### src/rtl/fetch_line_buffer_pkg.sv
// Shared types and constants for the instruction-fetch line buffer.
// Sysbus tag fields mirror the sysbus read/memory encodings.
package fetch_line_buffer_pkg;

   typedef enum logic [2:0] {
      StIdle,
      StReq,
      StFill,
      StServe,
      StCheck
   } fetch_state_e;

   localparam int unsigned LineBytes = 64;
   localparam int unsigned LineBits  = LineBytes * 8;

   localparam logic       SysbusRead   = 1'b1;
   localparam logic [3:0] SysbusMemory = 4'b0001;
   localparam logic [12:0] ReadTag     = {SysbusRead, SysbusMemory, 8'h00};

   function automatic logic [63:0] line_base(input logic [63:0] addr);
      return addr & ~(64'(LineBytes) - 64'd1);
   endfunction

endpackage

### src/rtl/fetch_line_buffer_line_buffer.sv
// One 64-byte line: 64-bit beat write port, 32-bit word read port.
// The read port sees a beat written in the same cycle.
module fetch_line_buffer_line_buffer
   import fetch_line_buffer_pkg::*;
(
   input  logic        clk,
   input  logic        wr_en,
   input  logic [2:0]  wr_beat,
   input  logic [63:0] wr_data,
   input  logic [3:0]  rd_word,
   output logic [31:0] rd_data
);

   logic [LineBits-1:0] line_q;
   logic [LineBits-1:0] line_d;

   always_comb begin
      line_d = line_q;
      if (wr_en) begin
         line_d[{wr_beat, 6'd0} +: 64] = wr_data;
      end
   end

   always_ff @(posedge clk) begin
      line_q <= line_d;
   end

   // Reading the next-state image lets the final beat and the first insn share a cycle.
   always_comb begin
      rd_data = line_d[{rd_word, 5'd0} +: 32];
   end

endmodule

### src/rtl/fetch_line_buffer.sv
// Instruction-fetch front end: fetches 64-byte lines over sysbus and serves
// 32-bit instructions to decode, handling line crossing and redirects.
module fetch_line_buffer
   import fetch_line_buffer_pkg::*;
#(
   parameter int unsigned BUS_DATA_WIDTH = 64,
   parameter int unsigned BUS_TAG_WIDTH  = 13,
   parameter int unsigned LINE_BEATS     = 8,
   parameter int unsigned INSN_WIDTH     = 32
) (
   input  logic                      clk,
   input  logic                      reset,
   input  logic [63:0]               entry_pc,
   output logic                      reqcyc,
   input  logic                      reqack,
   output logic [63:0]               req,
   output logic [BUS_TAG_WIDTH-1:0]  reqtag,
   input  logic                      respcyc,
   output logic                      respack,
   input  logic [BUS_DATA_WIDTH-1:0] resp,
   input  logic [BUS_TAG_WIDTH-1:0]  resptag,
   output logic                      insn_valid,
   input  logic                      insn_ready,
   output logic [INSN_WIDTH-1:0]     insn,
   output logic [63:0]               insn_pc,
   input  logic                      redirect_valid,
   input  logic [63:0]               redirect_pc
);

   localparam logic [2:0] LastBeat = 3'(LINE_BEATS - 1);

   fetch_state_e state_q, state_d;
   logic [63:0]  pc_q, pc_d;
   logic [63:0]  pend_pc_q, pend_pc_d;
   logic         pend_valid_q, pend_valid_d;
   logic         line_valid_q, line_valid_d;
   logic [57:0]  line_tag_q, line_tag_d;
   logic [2:0]   beat_cnt_q, beat_cnt_d;

   logic                     reqcyc_q, reqcyc_d;
   logic [63:0]              req_q, req_d;
   logic [BUS_TAG_WIDTH-1:0] reqtag_q, reqtag_d;
   logic                     insn_valid_q, insn_valid_d;
   logic [INSN_WIDTH-1:0]    insn_q, insn_d;
   logic [63:0]              insn_pc_q, insn_pc_d;

   logic [63:0] redir_pc;
   logic [63:0] check_pc;
   logic        lb_we;
   logic [31:0] lb_rd_data;
   logic        unused_inputs;

   assign redir_pc      = {redirect_pc[63:2], 2'b00};
   assign respack       = (state_q == StFill) & respcyc;
   assign unused_inputs = ^{resptag, entry_pc[1:0], redirect_pc[1:0]};

   fetch_line_buffer_line_buffer u_line_buffer (
      .clk     (clk),
      .wr_en   (lb_we),
      .wr_beat (beat_cnt_q),
      .wr_data (resp),
      .rd_word (pc_d[5:2]),
      .rd_data (lb_rd_data)
   );

   // Control: state, pc, pending redirect and line bookkeeping.
   always_comb begin
      state_d      = state_q;
      pc_d         = pc_q;
      pend_pc_d    = pend_pc_q;
      pend_valid_d = pend_valid_q;
      line_valid_d = line_valid_q;
      line_tag_d   = line_tag_q;
      beat_cnt_d   = beat_cnt_q;
      lb_we        = 1'b0;
      check_pc     = redirect_valid ? redir_pc : pend_pc_q;

      unique case (state_q)
         StIdle: begin
            state_d = StReq;
            if (redirect_valid) begin
               pc_d = redir_pc;
            end
         end
         StReq: begin
            // An issued request is never withdrawn; redirects wait for the fill.
            if (redirect_valid) begin
               pend_pc_d    = redir_pc;
               pend_valid_d = 1'b1;
            end
            if (reqack) begin
               state_d    = StFill;
               beat_cnt_d = 3'd0;
            end
         end
         StFill: begin
            if (redirect_valid) begin
               pend_pc_d    = redir_pc;
               pend_valid_d = 1'b1;
            end
            if (respcyc) begin
               lb_we      = 1'b1;
               beat_cnt_d = beat_cnt_q + 3'd1;
               if (beat_cnt_q == LastBeat) begin
                  line_tag_d   = pc_q[63:6];
                  line_valid_d = 1'b1;
                  state_d      = pend_valid_d ? StCheck : StServe;
               end
            end
         end
         StServe: begin
            if (redirect_valid) begin
               pc_d = redir_pc;
               if (redir_pc[63:6] != line_tag_q) begin
                  state_d = StReq;
               end
            end else if (insn_ready) begin
               pc_d = pc_q + 64'd4;
               if (pc_q[5:2] == 4'hf) begin
                  state_d      = StReq;
                  line_valid_d = 1'b0;
               end
            end
         end
         StCheck: begin
            pc_d         = check_pc;
            pend_valid_d = 1'b0;
            if (line_valid_q && (check_pc[63:6] == line_tag_q)) begin
               state_d = StServe;
            end else begin
               state_d = StReq;
            end
         end
         default: begin
            state_d = StIdle;
         end
      endcase
   end

   // Registered bus and decode outputs, derived from the next state.
   always_comb begin
      reqcyc_d     = (state_d == StReq);
      req_d        = req_q;
      reqtag_d     = reqtag_q;
      insn_valid_d = (state_d == StServe);
      insn_d       = insn_q;
      insn_pc_d    = insn_pc_q;
      if (state_d == StReq) begin
         req_d    = line_base(pc_d);
         reqtag_d = ReadTag;
      end
      if (state_d == StServe) begin
         insn_d    = lb_rd_data;
         insn_pc_d = pc_d;
      end
   end

   always_ff @(posedge clk) begin
      if (reset) begin
         state_q      <= StIdle;
         pc_q         <= {entry_pc[63:2], 2'b00};
         pend_pc_q    <= '0;
         pend_valid_q <= 1'b0;
         line_valid_q <= 1'b0;
         line_tag_q   <= '0;
         beat_cnt_q   <= 3'd0;
         reqcyc_q     <= 1'b0;
         req_q        <= '0;
         reqtag_q     <= '0;
         insn_valid_q <= 1'b0;
         insn_q       <= '0;
         insn_pc_q    <= '0;
      end else begin
         state_q      <= state_d;
         pc_q         <= pc_d;
         pend_pc_q    <= pend_pc_d;
         pend_valid_q <= pend_valid_d;
         line_valid_q <= line_valid_d;
         line_tag_q   <= line_tag_d;
         beat_cnt_q   <= beat_cnt_d;
         reqcyc_q     <= reqcyc_d;
         req_q        <= req_d;
         reqtag_q     <= reqtag_d;
         insn_valid_q <= insn_valid_d;
         insn_q       <= insn_d;
         insn_pc_q    <= insn_pc_d;
      end
   end

   assign reqcyc     = reqcyc_q;
   assign req        = req_q;
   assign reqtag     = reqtag_q;
   // A redirect outranks decode's ready, so the current insn is withdrawn.
   assign insn_valid = insn_valid_q & ~redirect_valid;
   assign insn       = insn_q;
   assign insn_pc    = insn_pc_q;

endmodule

### config.mk
export PLATFORM = sky130hd
export DESIGN_NAME = fetch_line_buffer
export DESIGN_NICKNAME = d
export VERILOG_FILES = /design/src/rtl/fetch_line_buffer_pkg.sv /design/src/rtl/fetch_line_buffer_line_buffer.sv /design/src/rtl/fetch_line_buffer.sv
export SDC_FILE = /design/constraint.sdc
export NUM_CORES = 2
export LEC_CHECK = 0
export CORE_MARGIN = 4
export CORE_UTILIZATION = 52
export DETAILED_ROUTE_END_ITERATION = 12
export PLACE_DENSITY = 0.76
export REMOVE_ABC_BUFFERS = 1
export SYNTH_ARGS = -nofsm -noshare
export SYNTH_HDL_FRONTEND = slang
export SYNTH_HIERARCHICAL = 1
export SYNTH_SLANG_ARGS = --single-unit
export TNS_END_PERCENT = 50
### constraint.sdc
create_clock -name clk -period 4.6 [get_ports clk]
set_input_delay 0.92 -clock clk [delete_from_list [all_inputs] [get_ports clk]]
set_output_delay 0.92 -clock clk [all_outputs]
set_load 0.005 [all_outputs]
==> impl_metrics.toml <==
[clock_tree]
htreeDepth = 3
cts-root-buf = "clkbuf_16"
cts_buffers = 92
clk_pin_slew_worst_paths_ns = 0.06
cts_resized = 0
cts_hold_buf = 0
clk_path_buf_depth = 3
cts_sinks = 863
clk_latency_ns = 0.70
cts_tree = "done"
post_cts_buffers = 0

[pwr]
p_leak_nw = 19.56
power_density_mw_per_mm2 = 421.7
vdd_drop_max_v = 0.0003515

[setup_path]
crit_required_ns = 5.10
reg2reg_slack_ns = 0.56
r2r-end = "insn[10]"
crit_path_max_fanout = 11
path_class = "flip-flop to flip-flop"
r2r-start = "state_q[1]"
worst_setup_path_end_kind = "flip-flop"
crit_path_start_kind = "flip-flop"
r2r_cells = 14
crit_arrival_ns = 4.54

[place]
place_inst = 5906
dpl.hpwl_mm = 98.87
place_ws_ns = -0.06646
io_buffer_count = 352
gp_congestion = 1.034

[floorplan]
num_rows = 102
dieArea_mm2 = 0.08339
start_util_pct = 52.66
die_x_um = 288.8
die_h_um = 288.8
core_mm2 = 0.07785
ioPinCount = 387

[synthesis]
synthTopCellsByCount = "nand2_1, dfxtp_1, o21ai_0"
synthCells = 4712
synthAdderAreaFrac_pct = 0.1831
synth_mux_area_share_pct = 14.02
synth_cell_types = 92
synth_area_mm2 = 0.04099
synth_xor_area_share_pct = 2.564
synth.yosys.seq_area_share_pct = 42.14
synth_top_cell_area_share_pct = 42.14
synth_top_family_by_area = "simple AND/OR/NAND/NOR gates"
ys_ff_latch = 863
synth-compound-area-share_pct = 17.64
synth-edff-count = 0
synth_area_per_cell_um2 = 8.700
synth-main-ff-cell = "dfxtp_1"
synth_area_leaders = "dfxtp_1, nand2_1, mux2_2"
synth-async-reset-ratio_pct = 0
yosys_warnings = 6
synthSimpleGateAreaFrac_pct = 18.36
synth.largest_area_cell = "dfxtp_1"
yosysMostFrequentCell = "nand2_1"

[timing]
rsz0062_at_grt = "no"
final-hold-violation-count = 0
fin_crit_sh_pct = 87.80
worst_pin_slew_ns = 1.111
fin_ws_ns = 0.5614
skew_ns = 0.06703
fmax_mhz = 247.6
fin_crit_ns = 4.039
drv_slew = 0
finalSetupViolations = 0
whs_ns = 0.4376
relSlewSlack_pct = 25.93

[route]
wire_per_inst_um = 23.84
drtIter0Drc = 3928
first_pass_iters = 6
ant_nets = 0
vias = 38288
viasPerCell = 6.288
wl_mm = 145.1
route.detailed.drc = 0

[run]
drv_cap = 0

[global_route]
grt_max_degree = 97
antenna_found_initial = 15
grt_overflow = 0
grt_pass1_wl_mm = 216.5
grt_usage_pct = 33.33
grt_pass1_vias = 36460

[finish]
instances_no_fill = 6089
nets = 5177
syn_to_final_growth_pct = 20.45
drive_gt1_share_pct = 15.02

[run_status]
status = "complete, no violations"

[min_path]
min_path_type = "flip-flop to flip-flop"
min_path_cells = 2
whs_endpoint = "u_line_buffer/line_q[28]"
worstHoldStart = "u_line_buffer/line_q[28]"
==> state kept, by name, summed over array words and instances, names as in the netlist, 3 cells and up <==
signal	flops
state_q	3
beat_cnt_q	3
pend_pc_q	64
line_tag_q	58
u_line_buffer/line_q	512
pc_q	64
req	58
insn_pc	64
insn	32
==> routing by layer <==
layer | global-route usage [%] | part of all wire [%]
met3 | 6.843 | 10
met2 | 52.55 | 45
met1 | 43.04 | 39
met4 | 18.00 | 5.7
met5 | 0 | 0.037
==> per-stage QoR <==
| stage | utilization (%) | TNS [ns] | power, W | instance area, um^2 |
|---|---|---|---|---|
| 6_report | 63.43 | 0 | 0.02082 | 49380 |
| 2_1_floorplan | - | -1097.07 | 0.01100 | 39150 |
| 3_5_place_dp | 59.33 | -0.2049 | 0.01317 | 46190 |
| 3_3_place_gp | 59.33 | 0 | 0.01307 | 46190 |
| 4_1_cts | 63.38 | 0 | 0.02076 | 49340 |
| 5_1_grt | 63.39 | 0 | 0.02152 | 49350 |
==> report_power, final <==
| part | internal, W | leakage (nW) | switching [W] |
|---|---|---|---|
| Combinational | 0.00205 | 11.0 | 0.00261 |
| Sequential | 0.00804 | 7.02 | 0.000452 |
| Clock | 0.00438 | 1.53 | 0.00329 |
| Total | 0.0145 | 19.6 | 0.00635 |
==> worst max-delay path, cell delays in order (launching register included) <==
cell and delay [ns]:
dfxtp_1 0.40, buf_4 0.21, or3b_1 0.64, nor2_1 0.18, a211oi_1 0.06, o21ai_0 0.49
inv_1 0.33, and2_0 0.29, nand2_1 0.24, a211oi_1 0.08, a221oi_1 0.25, nand4b_1 0.22
and3_1 0.22, a2bb2oi_1 0.12, o311ai_0 0.13
==> layout make-up <==
cell class / instances / area [um^2]
repair buffers: 568 / 5575
clock buffers: 123 / 2569
well taps: 1040 / 1301
multi-input cells: 3388 / 21860
diodes: 16 / 40.04
clock inverters: 44 / 576.8
inverters: 47 / 181.4
flip-flops and latches: 863 / 17280
fillers: 6473 / 28470
==> placed cells by master (no fill, tap or decap), drive strengths merged, types with 24 or more instances in the layout <==
master,instances
a211oi,43
a21o,25
a21oi,181
a221oi,31
a2bb2oi,39
a31oi,24
and3,59
buf,217
clkbuf,124
clkdlybuf4s50,350
clkinv,26
dfxtp,863
inv,52
mux2,268
mux2i,153
mux4,52
nand2,1070
nand2b,30
nand3,89
nand4,45
nor2,199
nor2b,38
nor3,29
nor4,50
o211ai,99
o21ai,277
o221ai,60
o22ai,56
o311ai,48
xnor2,62
xor2,58
==> worst max path at each step <==
stage,start,endpoint,slack (ns),cells after the start
after global routing,respcyc,insn[30],0.37,15
after CTS,respcyc,insn[1],0.62,15
after floorplan,state_q[2],insn_pc[0],-8.06,7
final,state_q[1],insn[10],0.56,14
after detailed placement,respcyc,insn[1],-0.07,15
after global placement,respcyc,insn[11],0.08,15
==> kinds of logic (layout without fill, tap and decap cells) <==
kind of cell    count (synthesis)  after routing
compound gates               1064           1064
xor+xnor                      120            120
fa+ha+maj                       6              6
buf+inv                       477            782
flops                         863            863
mux                           473            473
other cells                     1             33
simple gates                 1708           1708
(Power assumes the default switching activity.)
